### config.mk
export PLATFORM = sky130hd
export DESIGN_NAME = jtdd_vtimer_flat
export DESIGN_NICKNAME = d
export VERILOG_FILES = /design/src/rtl/jtdd_vtimer_if.sv /design/src/rtl/jtdd_vtimer.sv /design/src/flat_wrapper.sv
export SDC_FILE = /design/constraint.sdc
export NUM_CORES = 1
export LEC_CHECK = 0
export BUFFER_PORTS_ARGS = -buffer_cell sky130_fd_sc_hd__buf_2
export CORE_ASPECT_RATIO = 0.7
export CORE_MARGIN = 8
export CORE_UTILIZATION = 56
export DETAILED_ROUTE_END_ITERATION = 8
export PLACE_DENSITY = 0.83
export SLEW_MARGIN = 25
export SYNTH_ARGS = -nofsm -noshare
export SYNTH_HDL_FRONTEND = slang
export SYNTH_SLANG_ARGS = --single-unit
### constraint.sdc
create_clock -name clk -period 6.1 [get_ports clk]
set_input_delay 0.305 -clock clk [delete_from_list [all_inputs] [get_ports clk]]
set_output_delay 0.305 -clock clk [all_outputs]
set_load 0.02 [all_outputs]
### src/rtl/jtdd_vtimer_if.sv
`default_nettype none
// ============================================================================
//  Module   : jtdd_vtimer_if
//  Purpose  : CPU-side raster interrupt bus of the video timer
//             (compare line write, acknowledge, interrupt level).
//  Revision : 1.0 - initial release
// ============================================================================
interface jtdd_vtimer_if #(
    parameter int VW = 9
) ();
    logic          irq_we;
    logic [VW-1:0] irq_din;
    logic          irq_ack;
    logic          irq;

    modport master (output irq_we, irq_din, irq_ack, input irq);
    modport slave  (input irq_we, irq_din, irq_ack, output irq);
endinterface
`default_nettype wire

### src/rtl/jtdd_vtimer.sv
`default_nettype none
// ============================================================================
//  Module   : jtdd_vtimer
//  Purpose  : Parametrised H/V video timing generator with delayed blanks,
//             flip-corrected position and raster IRQ.
//             Optional freeze input enabled by macro VTIMER_HOLD_EN.
//  Revision : 1.0 - initial release
// ============================================================================
module jtdd_vtimer #(
    parameter int HW       = 9,
    parameter int VW       = 9,
    parameter int H_START  = 0,
    parameter int H_END    = 383,
    parameter int V_START  = 0,
    parameter int V_END    = 271,
    parameter int HB_START = 256,
    parameter int HB_END   = 0,
    parameter int HS_START = 288,
    parameter int HS_END   = 320,
    parameter int VB_START = 240,
    parameter int VB_END   = 16,
    parameter int VS_START = 248,
    parameter int VS_END   = 251,
    parameter int IRQ_H    = 256,
    parameter int IMS_BIT  = 3,
    parameter int DLY      = 2
) (
    input  wire logic          clk,
    input  wire logic          rst_n,
    input  wire logic          i_pxl_cen,
    input  wire logic          i_flip,
`ifdef VTIMER_HOLD_EN
    input  wire logic          i_hold,
`endif
    jtdd_vtimer_if.slave       bus,
    output logic [HW-1:0]      o_hcnt,
    output logic [VW-1:0]      o_vcnt,
    output logic [HW-1:0]      o_hpos,
    output logic [VW-1:0]      o_vpos,
    output logic               o_hbl,
    output logic               o_vbl,
    output logic               o_hs,
    output logic               o_vs,
    output logic               o_lhbl_dly,
    output logic               o_lvbl_dly,
    output logic               o_ims
);
    localparam logic [HW-1:0] c_h_start  = HW'(H_START);
    localparam logic [HW-1:0] c_h_end    = HW'(H_END);
    localparam logic [VW-1:0] c_v_start  = VW'(V_START);
    localparam logic [VW-1:0] c_v_end    = VW'(V_END);
    localparam logic [HW-1:0] c_hb_start = HW'(HB_START);
    localparam logic [HW-1:0] c_hb_end   = HW'(HB_END);
    localparam logic [HW-1:0] c_hs_start = HW'(HS_START);
    localparam logic [HW-1:0] c_hs_end   = HW'(HS_END);
    localparam logic [VW-1:0] c_vb_start = VW'(VB_START);
    localparam logic [VW-1:0] c_vb_end   = VW'(VB_END);
    localparam logic [VW-1:0] c_vs_start = VW'(VS_START);
    localparam logic [VW-1:0] c_vs_end   = VW'(VS_END);
    localparam logic [HW-1:0] c_irq_h    = HW'(IRQ_H);

    if (H_START == H_END || V_START == V_END || HB_START == HB_END ||
        HS_START == HS_END || VB_START == VB_END || VS_START == VS_END ||
        DLY < 0 || DLY > 7) begin : g_bad_param
        $error("jtdd_vtimer: illegal parameter set");
    end

    logic [HW-1:0] r_hcnt;
    logic [VW-1:0] r_vcnt;
    logic          r_hbl, r_vbl, r_hs, r_vs;
    logic [VW-1:0] r_irq_line;
    logic          r_irq;

    logic          w_adv;
    logic          w_hwrap;
    logic [HW-1:0] w_hnext;
    logic [VW-1:0] w_vnext;
    logic          w_irq_set;

`ifdef VTIMER_HOLD_EN
    assign w_adv = i_pxl_cen & ~i_hold;
`else
    assign w_adv = i_pxl_cen;
`endif

    assign w_hwrap   = (r_hcnt == c_h_end);
    assign w_hnext   = w_hwrap ? c_h_start : r_hcnt + 1'b1;
    assign w_vnext   = !w_hwrap ? r_vcnt :
                       (r_vcnt == c_v_end) ? c_v_start : r_vcnt + 1'b1;
    // Compare against the count being entered so irq lines up with hcnt==IRQ_H
    assign w_irq_set = w_adv && (w_hnext == c_irq_h) && (w_vnext == r_irq_line);

    always_ff @(posedge clk or negedge rst_n) begin
        if (!rst_n) begin
            r_hcnt <= c_h_start;
            r_vcnt <= c_v_start;
            r_hbl  <= 1'b1;
            r_vbl  <= 1'b1;
            r_hs   <= 1'b0;
            r_vs   <= 1'b0;
        end else if (w_adv) begin
            r_hcnt <= w_hnext;
            r_vcnt <= w_vnext;
            if (w_hnext == c_hb_start)    r_hbl <= 1'b1;
            else if (w_hnext == c_hb_end) r_hbl <= 1'b0;
            if (w_hnext == c_hs_start)    r_hs  <= 1'b1;
            else if (w_hnext == c_hs_end) r_hs  <= 1'b0;
            if (w_hwrap) begin
                if (w_vnext == c_vb_start)    r_vbl <= 1'b1;
                else if (w_vnext == c_vb_end) r_vbl <= 1'b0;
                if (w_vnext == c_vs_start)    r_vs  <= 1'b1;
                else if (w_vnext == c_vs_end) r_vs  <= 1'b0;
            end
        end
    end

    always_ff @(posedge clk or negedge rst_n) begin
        if (!rst_n) begin
            r_irq_line <= '0;
            r_irq      <= 1'b0;
        end else begin
            if (bus.irq_we) r_irq_line <= bus.irq_din;
            if (w_irq_set)        r_irq <= 1'b1;
            else if (bus.irq_ack) r_irq <= 1'b0;
        end
    end

    if (DLY == 0) begin : g_nodly
        assign o_lhbl_dly = ~r_hbl;
        assign o_lvbl_dly = ~r_vbl;
    end else begin : g_dly
        logic [DLY-1:0] r_hpipe, r_vpipe;
        logic [DLY:0]   w_hsh, w_vsh;
        assign w_hsh = {r_hpipe, ~r_hbl};
        assign w_vsh = {r_vpipe, ~r_vbl};
        always_ff @(posedge clk or negedge rst_n) begin
            if (!rst_n) begin
                r_hpipe <= '0;
                r_vpipe <= '0;
            end else if (w_adv) begin
                r_hpipe <= w_hsh[DLY-1:0];
                r_vpipe <= w_vsh[DLY-1:0];
            end
        end
        assign o_lhbl_dly = r_hpipe[DLY-1];
        assign o_lvbl_dly = r_vpipe[DLY-1];
    end

    assign o_hcnt  = r_hcnt;
    assign o_vcnt  = r_vcnt;
    assign o_hpos  = i_flip ? ~r_hcnt : r_hcnt;
    assign o_vpos  = i_flip ? ~r_vcnt : r_vcnt;
    assign o_hbl   = r_hbl;
    assign o_vbl   = r_vbl;
    assign o_hs    = r_hs;
    assign o_vs    = r_vs;
    assign o_ims   = r_vcnt[IMS_BIT];
    assign bus.irq = r_irq;
endmodule
`default_nettype wire
### src/flat_wrapper.sv
// flat-port wrapper written by rule: the top's interface ports become plain ports
module jtdd_vtimer_flat 
#(
    parameter int HW       = 9,
    parameter int VW       = 9,
    parameter int H_START  = 0,
    parameter int H_END    = 383,
    parameter int V_START  = 0,
    parameter int V_END    = 271,
    parameter int HB_START = 256,
    parameter int HB_END   = 0,
    parameter int HS_START = 288,
    parameter int HS_END   = 320,
    parameter int VB_START = 240,
    parameter int VB_END   = 16,
    parameter int VS_START = 248,
    parameter int VS_END   = 251,
    parameter int IRQ_H    = 256,
    parameter int IMS_BIT  = 3,
    parameter int DLY      = 2
)
  (clk, rst_n, i_pxl_cen, i_flip, o_hcnt, o_vcnt, o_hpos, o_vpos, o_hbl, o_vbl, o_hs, o_vs, o_lhbl_dly, o_lvbl_dly, o_ims, bus_irq_we, bus_irq_din, bus_irq_ack, bus_irq);
  jtdd_vtimer_if #(.VW(VW)) bus_i ();
  input  wire logic clk;
  input  wire logic rst_n;
  input  wire logic i_pxl_cen;
  input  wire logic i_flip;
  output logic [HW-1:0] o_hcnt;
  output logic [VW-1:0] o_vcnt;
  output logic [HW-1:0] o_hpos;
  output logic [VW-1:0] o_vpos;
  output logic o_hbl;
  output logic o_vbl;
  output logic o_hs;
  output logic o_vs;
  output logic o_lhbl_dly;
  output logic o_lvbl_dly;
  output logic o_ims;
  input wire logic [$bits(bus_i.irq_we)-1:0] bus_irq_we;
  input wire logic [$bits(bus_i.irq_din)-1:0] bus_irq_din;
  input wire logic [$bits(bus_i.irq_ack)-1:0] bus_irq_ack;
  output wire logic [$bits(bus_i.irq)-1:0] bus_irq;
  assign bus_i.irq_we = bus_irq_we;
  assign bus_i.irq_din = bus_irq_din;
  assign bus_i.irq_ack = bus_irq_ack;
  assign bus_irq = bus_i.irq;
  jtdd_vtimer #(.HW(HW), .VW(VW), .H_START(H_START), .H_END(H_END), .V_START(V_START), .V_END(V_END), .HB_START(HB_START), .HB_END(HB_END), .HS_START(HS_START), .HS_END(HS_END), .VB_START(VB_START), .VB_END(VB_END), .VS_START(VS_START), .VS_END(VS_END), .IRQ_H(IRQ_H), .IMS_BIT(IMS_BIT), .DLY(DLY)) u_core (.clk(clk), .rst_n(rst_n), .i_pxl_cen(i_pxl_cen), .i_flip(i_flip), .bus(bus_i), .o_hcnt(o_hcnt), .o_vcnt(o_vcnt), .o_hpos(o_hpos), .o_vpos(o_vpos), .o_hbl(o_hbl), .o_vbl(o_vbl), .o_hs(o_hs), .o_vs(o_vs), .o_lhbl_dly(o_lhbl_dly), .o_lvbl_dly(o_lvbl_dly), .o_ims(o_ims));
endmodule
-- Yosys cells after proc, flatten, opt, wreduce, memory -nomap -nowiden
Index checks and enable logic that the tools add are counted.
- bits in registers: 36
- bits of input ports: 15
- output and inout bits: 44
- logic and storage cells: 53
- add/subtract/negate cells: 2
- eq/ne operators: 10
- multiplexer cells: 15
- bitwise logic cells: 4
- reductions and logical operators: 12
- operator list (cell ; count):
    == test 9 bit (second input constant) ; 5
    2-to-1 mux 9 bit ; 5
    == test 9 x 8 -> 1 bit (second input constant) ; 3
    adder 9 x 1 -> 9 bit (second input constant) ; 2
    NOT 9 bit ; 2
    2-to-1 mux 1 bit ; 10
    nonzero test 2 bit ; 5
    == test 9 x 5 -> 1 bit (second input constant) ; 1
    == test 9 bit ; 1
    zero test 9 bit ; 1
    AND reduction 3 bit ; 2
    AND reduction 2 bit ; 2
    logical AND 1 bit ; 2
    NOT 1 bit ; 2

-- Logic depth before layout (Yosys ltp)
Gate-level depths: netlist of the first run.
- word-level depth: 6
- depth in mapped cells: 9

-- Worst setup path after synthesis of the first run
OpenSTA, ideal clock, no wires.
- path type: register to register
- from: register u_core.r_hcnt[0], in the netlist u_core.o_hcnt[0]
- to: register u_core.r_vs, in the netlist u_core.o_vs
- setup time: 120 ps
- data arrival time: 2489 ps
- required time: 5980 ps
- slack: 3491 ps
- cell stages (with the launch flop): 10
- clock period less this slack: 2609 ps
- path through: dfrtp_1 -> ha_1 -> nand4b_1 -> or2_1 -> buf_2 -> nor4b_1 -> a21oi_2 -> nor4_1 -> a21oi_1 -> a31o_2
- word-level cells in the longest chain between the ends: 5
- elaborated cells on any way between the ends: 7
- RTL lines (item ; line ; text):
    start, declared ; jtdd_vtimer.sv:68 ; logic [HW-1:0] r_hcnt;
    start signal, assigned ; jtdd_vtimer.sv:95 ; r_hcnt <= c_h_start;
    start signal, assigned ; jtdd_vtimer.sv:102 ; r_hcnt <= w_hnext;
    == test 9 bit (*) ; jtdd_vtimer.sv:86 ; assign w_hwrap = (r_hcnt == c_h_end);
    2-to-1 mux 9 bit ; jtdd_vtimer.sv:88 ; assign w_vnext = !w_hwrap ? r_vcnt :
    == test 9 x 8 -> 1 bit, on equally long branches ; jtdd_vtimer.sv:112, jtdd_vtimer.sv:111 ;
    nonzero test 2 bit (no source line) ; -- ;
    AND reduction 3 bit (no source line) ; -- ;
    end signal, assigned ; jtdd_vtimer.sv:100 ; r_vs <= 1'b0;
    end signal, assigned ; jtdd_vtimer.sv:111 ; if (w_vnext == c_vs_start) r_vs <= 1'b1;
    end signal, assigned ; jtdd_vtimer.sv:112 ; else if (w_vnext == c_vs_end) r_vs <= 1'b0;
    end, declared ; jtdd_vtimer.sv:70 ; logic r_hbl, r_vbl, r_hs, r_vs;
Every way passes the cells marked *; elsewhere a longest branch is shown, timed or not.
A chain may end at the register's enable or synchronous reset.

-- Worst setup path in the final report of the first run
- from: register u_core.r_hcnt[0], in the netlist u_core.o_hcnt[0]
- to: register u_core.r_irq, in the netlist u_core.bus.irq
- word-level cells in the longest chain between the ends: 6
- elaborated cells on any way between the ends: 10
- RTL lines (item ; line ; text):
    adder 9 x 1 -> 9 bit / == test 9 bit (equally long branches) ; jtdd_vtimer.sv:87, jtdd_vtimer.sv:86 ;
    2-to-1 mux 9 bit ; jtdd_vtimer.sv:87 ; assign w_hnext = w_hwrap ? c_h_start : r_hcnt + 1'b1;
    == test 9 bit ; jtdd_vtimer.sv:91 ; assign w_irq_set = w_adv && (w_hnext == c_irq_h) && (w_vnext == r_irq_line);
    logical AND 1 bit ; jtdd_vtimer.sv:91 ;
    logical AND 1 bit (*) ; jtdd_vtimer.sv:91 ;
    2-to-1 mux 1 bit / nonzero test 2 bit (equally long branches) ; -- ;
    end signal, assigned ; jtdd_vtimer.sv:120 ; r_irq <= 1'b0;
    end signal, assigned ; jtdd_vtimer.sv:123 ; if (w_irq_set) r_irq <= 1'b1;
    end signal, assigned ; jtdd_vtimer.sv:124 ; else if (bus.irq_ack) r_irq <= 1'b0;
    end, declared ; jtdd_vtimer.sv:72 ; logic r_irq;
Marks and branches as above.

==> run_results.csv, run 1 <==
group,metric,value,unit
clocking,ctsHoldBuffers,0,
logic_synthesis,ys.flop_type,"dfrtp_1",
clocking,ctsLongestPathBuffers,2,
sta,setup_slack,3130,ps
setup_path,slowest_delay,650,ps
floorplan,die-height,70.1,um
setup_path,cp.arrival,3180,ps
final_layout,antenna_cells,0,
logic_synthesis,ys_seq_area_share,38.5,%
global_route,grt_pass1_vias,1983,
setup_path,slowest_stage,"nor2_1",
setup_path,r2r_slack,3130,ps
final_layout,layout_commonest_cell,"buf_2",
detailed_routing,dr.pass1.iters,4,
sta,fin_crit_sh,48.7,%
detailed_routing,wirelength,5.82,mm
sta,rsz0062_at_grt,"no",
logic_synthesis,synth_cell_types,48,
logic_synthesis,netlist_area,2340,um2
logic_synthesis,synth_warnings,0,
clocking,numCtsBuffers,5,
status,outcome,"finished clean",
detailed_routing,drc,0,
clocking,cts_tree,"built",
sta,fin_skew,7.66,ps
sta,period_needed,2970,ps
hold_path,hold_class,"input port to asynchronous set/reset pin",
placement,portBuffers,58,
floorplan,coreArea,3970,um2
setup_path,reg2reg_from,"u_core.o_hcnt[0]",
detailed_routing,wl_per_cell,16.9,um
logic_synthesis,async_flop_share,100,%
placement,dp_hpwl,4.31,mm
setup_path,reg2reg_to,"u_core.bus.irq",
setup_path,r2r_cells,8,
final_layout,layout.nets,310,
global_route,grt_pass1_wl,9.56,mm
pwr,cellPowerDensity,296,nW/um2
logic_synthesis,ys_seq_elements,36,
setup_path,critPathRequiredTime,6310,ps
setup_path,crit_type,"flop to flop",
setup_path,path_max_fanout,13,
clocking,root_buffer,"clkbuf_8",
pwr,p_leak,1.19,nW
floorplan,initial_utilization,59.0,%
final_layout,fill_cells,337,
placement,dp_slack,3190,ps
floorplan,io_pins,59,
logic_synthesis,synth_edf_count,0,
global_route,grt_max_degree,37,
final_layout,syn_to_final_growth,14.4,%
final_layout,drive_gt1_share,30.7,%
clocking,cts_resized,0,
detailed_routing,vias_per_cell,5.81,
logic_synthesis,syn_inst,249,
logic_synthesis,avgSynthCellArea,9.41,um2
detailed_routing,vias,2003,
sta,hold_viol_final,0,
sta,setup-violations-final,0,
sta,relSlewSlack,46.6,%
floorplan,die_w,93.3,um
logic_synthesis,synth_fp_nets,267,
clocking,htreeDepth,2,
detailed_routing,drtAntennaViolNets,0,
clocking,cts_setup_buffers,0,
sta,worst-slew-pin-transition,798,ps
sta,tns,0,ps
global_route,antenna_found_initial,0,
sta,slew_violations,0,
pwr,vdd_drop_max,0.241,mV
floorplan,row_count,19,
setup_path,end_kind,"flop",
global_route,grt_usage,18.1,%
detailed_routing,drtIter0Drc,178,
clocking,insertion_delay,300,ps
setup_path,cp-start-kind,"flop",
clocking,cts_num_sinks,36,
sta,max_freq,336,MHz
clocking,cts.clk_slew.worst_paths,70,ps
placement,gp_congestion,0.983,
run,drv_cap,0,
setup_path,crit_chain,"ha_1 > nand4b_1 > nor2_1 > nand3_1 > xnor2_1 > o21ai_0 > or4_1 > o31ai_1",
global_route,grt_overflow,0,
final_layout,layout_common_cells,"58 x buf_2, 34 x dfrtp_1, 24 x xor2_1",
floorplan,die_area,6540,um2
==> final cells by class <==
type                    count  area [um2]  share of cell area (%)
clock buffers               5        68.8                    2.57
clock inverters             3        18.8                   0.700
inverters                   4        15.0                   0.560
multi-input cells         187        1320                    49.2
flip-flops and latches     36         903                    33.7
well taps                  52        65.1                    2.43
repair buffers             58         290                    10.8
==> synthesized netlist by cell type (2+ instances only) <==
cell | number | area share [%]
dfrtp_1 | 34 | 36
xor2_1 | 24 | 9.0
nand2_1 | 19 | 3.0
o21ai_0 | 16 | 3.4
mux2_2 | 15 | 7.2
nor2_1 | 15 | 2.4
xnor2_1 | 14 | 5.2
nand3_1 | 12 | 2.6
a21oi_1 | 10 | 2.1
buf_2 | 9 | 1.9
clkbuf_1 | 9 | 1.4
mux2i_1 | 7 | 3.0
nand4_1 | 6 | 1.6
nor3_1 | 6 | 1.3
inv_1 | 4 | 0.64
o31ai_1 | 4 | 1.3
and4_1 | 3 | 1.1
ha_1 | 3 | 1.6
a221oi_1 | 2 | 0.75
buf_1 | 2 | 0.32
dfstp_2 | 2 | 2.2
maj3_1 | 2 | 0.85
nand2b_1 | 2 | 0.53
nor2b_1 | 2 | 0.53
nor3b_1 | 2 | 0.64
nor4b_1 | 2 | 0.75
o211ai_1 | 2 | 0.64
==> worst max-delay path by stage <==
stage | slack (ps) | startpoint | depth (start not counted) | end
floorplan | 3490 | u_core.o_hcnt[0] | 9 | u_core.o_vs
global placement | 3280 | u_core.o_hcnt[0] | 8 | u_core.bus.irq
detailed placement | 3190 | u_core.o_hcnt[0] | 8 | u_core.bus.irq
CTS | 3150 | u_core.o_hcnt[0] | 8 | u_core.bus.irq
global route | 2840 | u_core.o_hcnt[0] | 8 | u_core.bus.irq
finish | 3130 | u_core.o_hcnt[0] | 8 | u_core.bus.irq
==> logic make-up (layout without fill, tap and decap cells) <==
| logic type | after synthesis | in the layout | share of synthesized area [%] |
|---|---|---|---|
| AND/OR/NAND/NOR | 80 | 80 | 18.5 |
| flip-flops | 36 | 36 | 38.5 |
| XOR/XNOR | 38 | 38 | 14.2 |
| adder cells (fa/ha/maj) | 5 | 5 | 2.46 |
| buffers and inverters | 26 | 70 | 5.13 |
| multiplexers | 22 | 22 | 10.2 |
| AO/OA/AOI/OAI | 42 | 42 | 11.0 |
==> flip-flops by register name, indices dropped and copies added (netlist names) <==
name	flops
u_core.o_vcnt	9
u_core.o_hs	1
u_core.o_hbl	1
u_core.o_hcnt	9
u_core.bus.irq	1
u_core.r_irq_line	9
u_core.o_vs	1
u_core.g_dly.r_hpipe	2
u_core.o_vbl	1
u_core.g_dly.r_vpipe	2
==> stage by stage <==
stage	instance area (um2)	hold slack, ps	instances	utilization, %	total power, W
after floorplan	2340	9.41	249	-	0.000536
after global placement	2590	431	337	65.3	0.000614
after detailed placement	2590	427	337	65.3	0.000628
after CTS	2680	109	345	67.5	0.000797
after global routing	2680	164	345	67.5	0.000838
final	2680	91.9	345	67.5	0.000793
==> worst max-delay path, delay by kind of cell, from the launching register on <==
family,cells,cell delay [ps]
xor gates and xnor gates,1,210
and+or+nand+nor,4,1610
AOI/OAI and AO/OA,2,320
adders and majority gates,1,300
DFF,1,450
==> routing by layer <==
metal	wire, um	vias up	GRT usage, %
li1	-	959	-
met3	559	10	6.94
met2	2460	80	25.7
met4	108	0	6.94
met1	2690	954	23.9
met5	0	-	0
==> power breakdown <==
group | internal, W | leakage [nW] | switching (W)
combinational | 0.000109 | 0.711 | 0.000170
sequential | 0.000276 | 0.429 | 0.0000701
clock | 0.0000795 | 0.0479 | 0.0000892
No activity file was read; power rests on OpenSTA's default activity.
==> run 2, diff against run 1 <==
--- a/config.mk
+++ b/config.mk
@@ -8,9 +8,9 @@
 export BUFFER_PORTS_ARGS = -buffer_cell sky130_fd_sc_hd__buf_2
 export CORE_ASPECT_RATIO = 0.7
 export CORE_MARGIN = 8
-export CORE_UTILIZATION = 56
+export CORE_UTILIZATION = 48
 export DETAILED_ROUTE_END_ITERATION = 8
-export PLACE_DENSITY = 0.83
+export PLACE_DENSITY = 0.76
 export SLEW_MARGIN = 25
 export SYNTH_ARGS = -nofsm -noshare
 export SYNTH_HDL_FRONTEND = slang
==> constraint.sdc (replaced) <==
create_clock -name clk -period 2.4 [get_ports clk]
set_input_delay 0.12 -clock clk [delete_from_list [all_inputs] [get_ports clk]]
set_output_delay 0.12 -clock clk [all_outputs]
set_load 0.02 [all_outputs]
==> run 2 against run 1 <==
  * Design area grew 11%
  * Flip-flop and latch count is the same
  * Critical path depth is the same
  * Clock power grew to 2.6 times the previous value
  * First-iteration DRC count shrank 6.2%
  * Via count grew 7.1%
  * Sequential share of layout area shrank 3.1 points
  * Count of clock-buffer cells in the layout is the same
  * Critical path type unchanged
==> run_results.csv, run 2 (same netlist as run 1, synthesis figures left out) <==
group,metric,value,unit
detailed_routing,vias,2145,
final_layout,drive_gt1_share,41.4,%
sta,fin_crit_sh,96.7,%
floorplan,die_w,99.5,um
global_route,grt_usage,17.3,%
hold_path,min_path_cells,2,
global_route,grt_pass1_wl,10.0,mm
final_layout,layout_common_cells,"58 x buf_2, 30 x buf_4, 30 x dfrtp_1",
final_layout,fin_area,2970,um2
hold_path,hold_class,"input port to flop",
final_layout,layout.nets,341,
sta,max_freq,431,MHz
placement,dp_hpwl,4.73,mm
clocking,insertion_delay,300,ps
sta,relSlewSlack,44.7,%
status,outcome,"finished clean",
run,drv_cap,0,
final_layout,syn_to_final_growth,26.6,%
placement,dp_slack,84.5,ps
sta,holdWs,49.1,ps
floorplan,die-height,74.5,um
floorplan,coreArea,4730,um2
detailed_routing,drtAntennaViolNets,0,
sta,slew_violations,0,
pwr,vdd_drop_max,0.318,mV
clocking,ctsLongestPathBuffers,2,
global_route,antenna_found_initial,0,
setup_path,slowest_delay,390,ps
sta,tns,0,ps
pwr,cellPowerDensity,718,nW/um2
final_layout,fill_cells,414,
setup_path,cp-start-kind,"flop",
clocking,cts.clk_slew.worst_paths,80,ps
detailed_routing,vias_per_cell,5.63,
sta,hold_viol_final,0,
detailed_routing,wirelength,6.22,mm
global_route,grt_pass1_vias,2084,
placement,dpl_cell_area,2840,um2
setup_path,crit_type,"flop to flop",
sta,fin_skew,7.74,ps
detailed_routing,drtIter0Drc,167,
sta,period_needed,2320,ps
setup_path,slowest_stage,"nor4_2",
sta,setup-violations-final,0,
clocking,cts_num_sinks,36,
final_layout,layout_commonest_cell,"buf_2",
setup_path,critPathRequiredTime,2590,ps
clocking,root_buffer,"clkbuf_8",
detailed_routing,drc,0,
floorplan,row_count,21,
placement,gp_congestion,0.961,
clocking,numCtsBuffers,5,
detailed_routing,dr.pass1.iters,4,
sta,rsz0062_at_grt,"yes",
floorplan,initial_utilization,49.6,%
detailed_routing,wl_per_cell,16.3,um
floorplan,io_pins,59,
sta,setup_slack,79.9,ps
final_layout,antenna_cells,0,
floorplan,die_area,7410,um2
global_route,grt_max_degree,37,
placement,portBuffers,58,
setup_path,cp.arrival,2510,ps
clocking,htreeDepth,2,
global_route,grt_overflow,0,
final_layout,layout.area.seq,908,um2
final_layout,multi_input_area,1360,um2
setup_path,end_kind,"flop",
setup_path,crit_chain,"ha_2 > nand4b_1 > or2_4 > nor2_1 > o21ai_0 > nor4_2 > a21oi_1 > a31o_2",
setup_path,path_max_fanout,9,
pwr,p_leak,1.34,nW
setup_path,r2r_cells,8,
sta,worst-slew-pin-transition,821,ps
clocking,cts_tree,"built",
==> run 2: critical path: cells and delay by family (launching register included) <==
family / cells / cell delay (ps)
AO/OA/AOI/OAI: 3 / 610
AND/OR/NAND/NOR: 4 / 1040
adder cells (fa/ha/maj): 1 / 170
flip-flops: 1 / 370
==> run 2: layout make-up <==
class	count	share of cell area, %
Clock inverter	3	0.633
Multi-Input combinational cell	187	45.8
Tap cell	57	2.40
Clock buffer	5	2.32
Timing Repair Buffer	89	17.7
Sequential cell	36	30.6
Inverter	4	0.506
==> run 2: where the power goes <==
group	internal, W	switching [W]	total, W
clock network	0.000202	0.000232	0.000434
logic	0.000362	0.000562	0.000925
registers	0.000704	0.0000670	0.000771
==> run 2: final timing paths <==
path,end,slack [ps],from
hold reg to reg,u_core.o_vbl,490,u_core.o_vbl
hold / removal,u_core.r_irq_line[4],50,bus_irq_din[4]
setup / recovery,u_core.o_vs,80,u_core.o_hcnt[1]
setup reg to reg,u_core.o_vs,80,u_core.o_hcnt[1]
max in group asynchronous,u_core.o_hcnt[0],1410,rst_n
min in group asynchronous,u_core.o_hcnt[2],430,rst_n
==> run 2: layer usage <==
layer  vias up  track usage, %  share of wire, %
li1       1018               -                 -
met1      1021            22.2                47
met2        93            25.6                42
met3        13            6.45               9.0
met4         0            7.85               1.9
met5         -               0                 0
==> run 2: repair_timing <==
action	in CTS	in global routing
buffers inserted	0	0
setup endpoints to repair	0	3
hold buffers	1	0
gates resized for setup	0	7
endpoints found under the hold margin	34	0
==> run 2: stage by stage <==
step	std cells	total power [W]	util, %
final	381	0.00213	62.7
after floorplan	249	0.00137	-
after detailed placement	372	0.00170	60.1
after global routing	381	0.00227	62.7
after CTS	381	0.00214	62.1
after global placement	372	0.00168	60.1
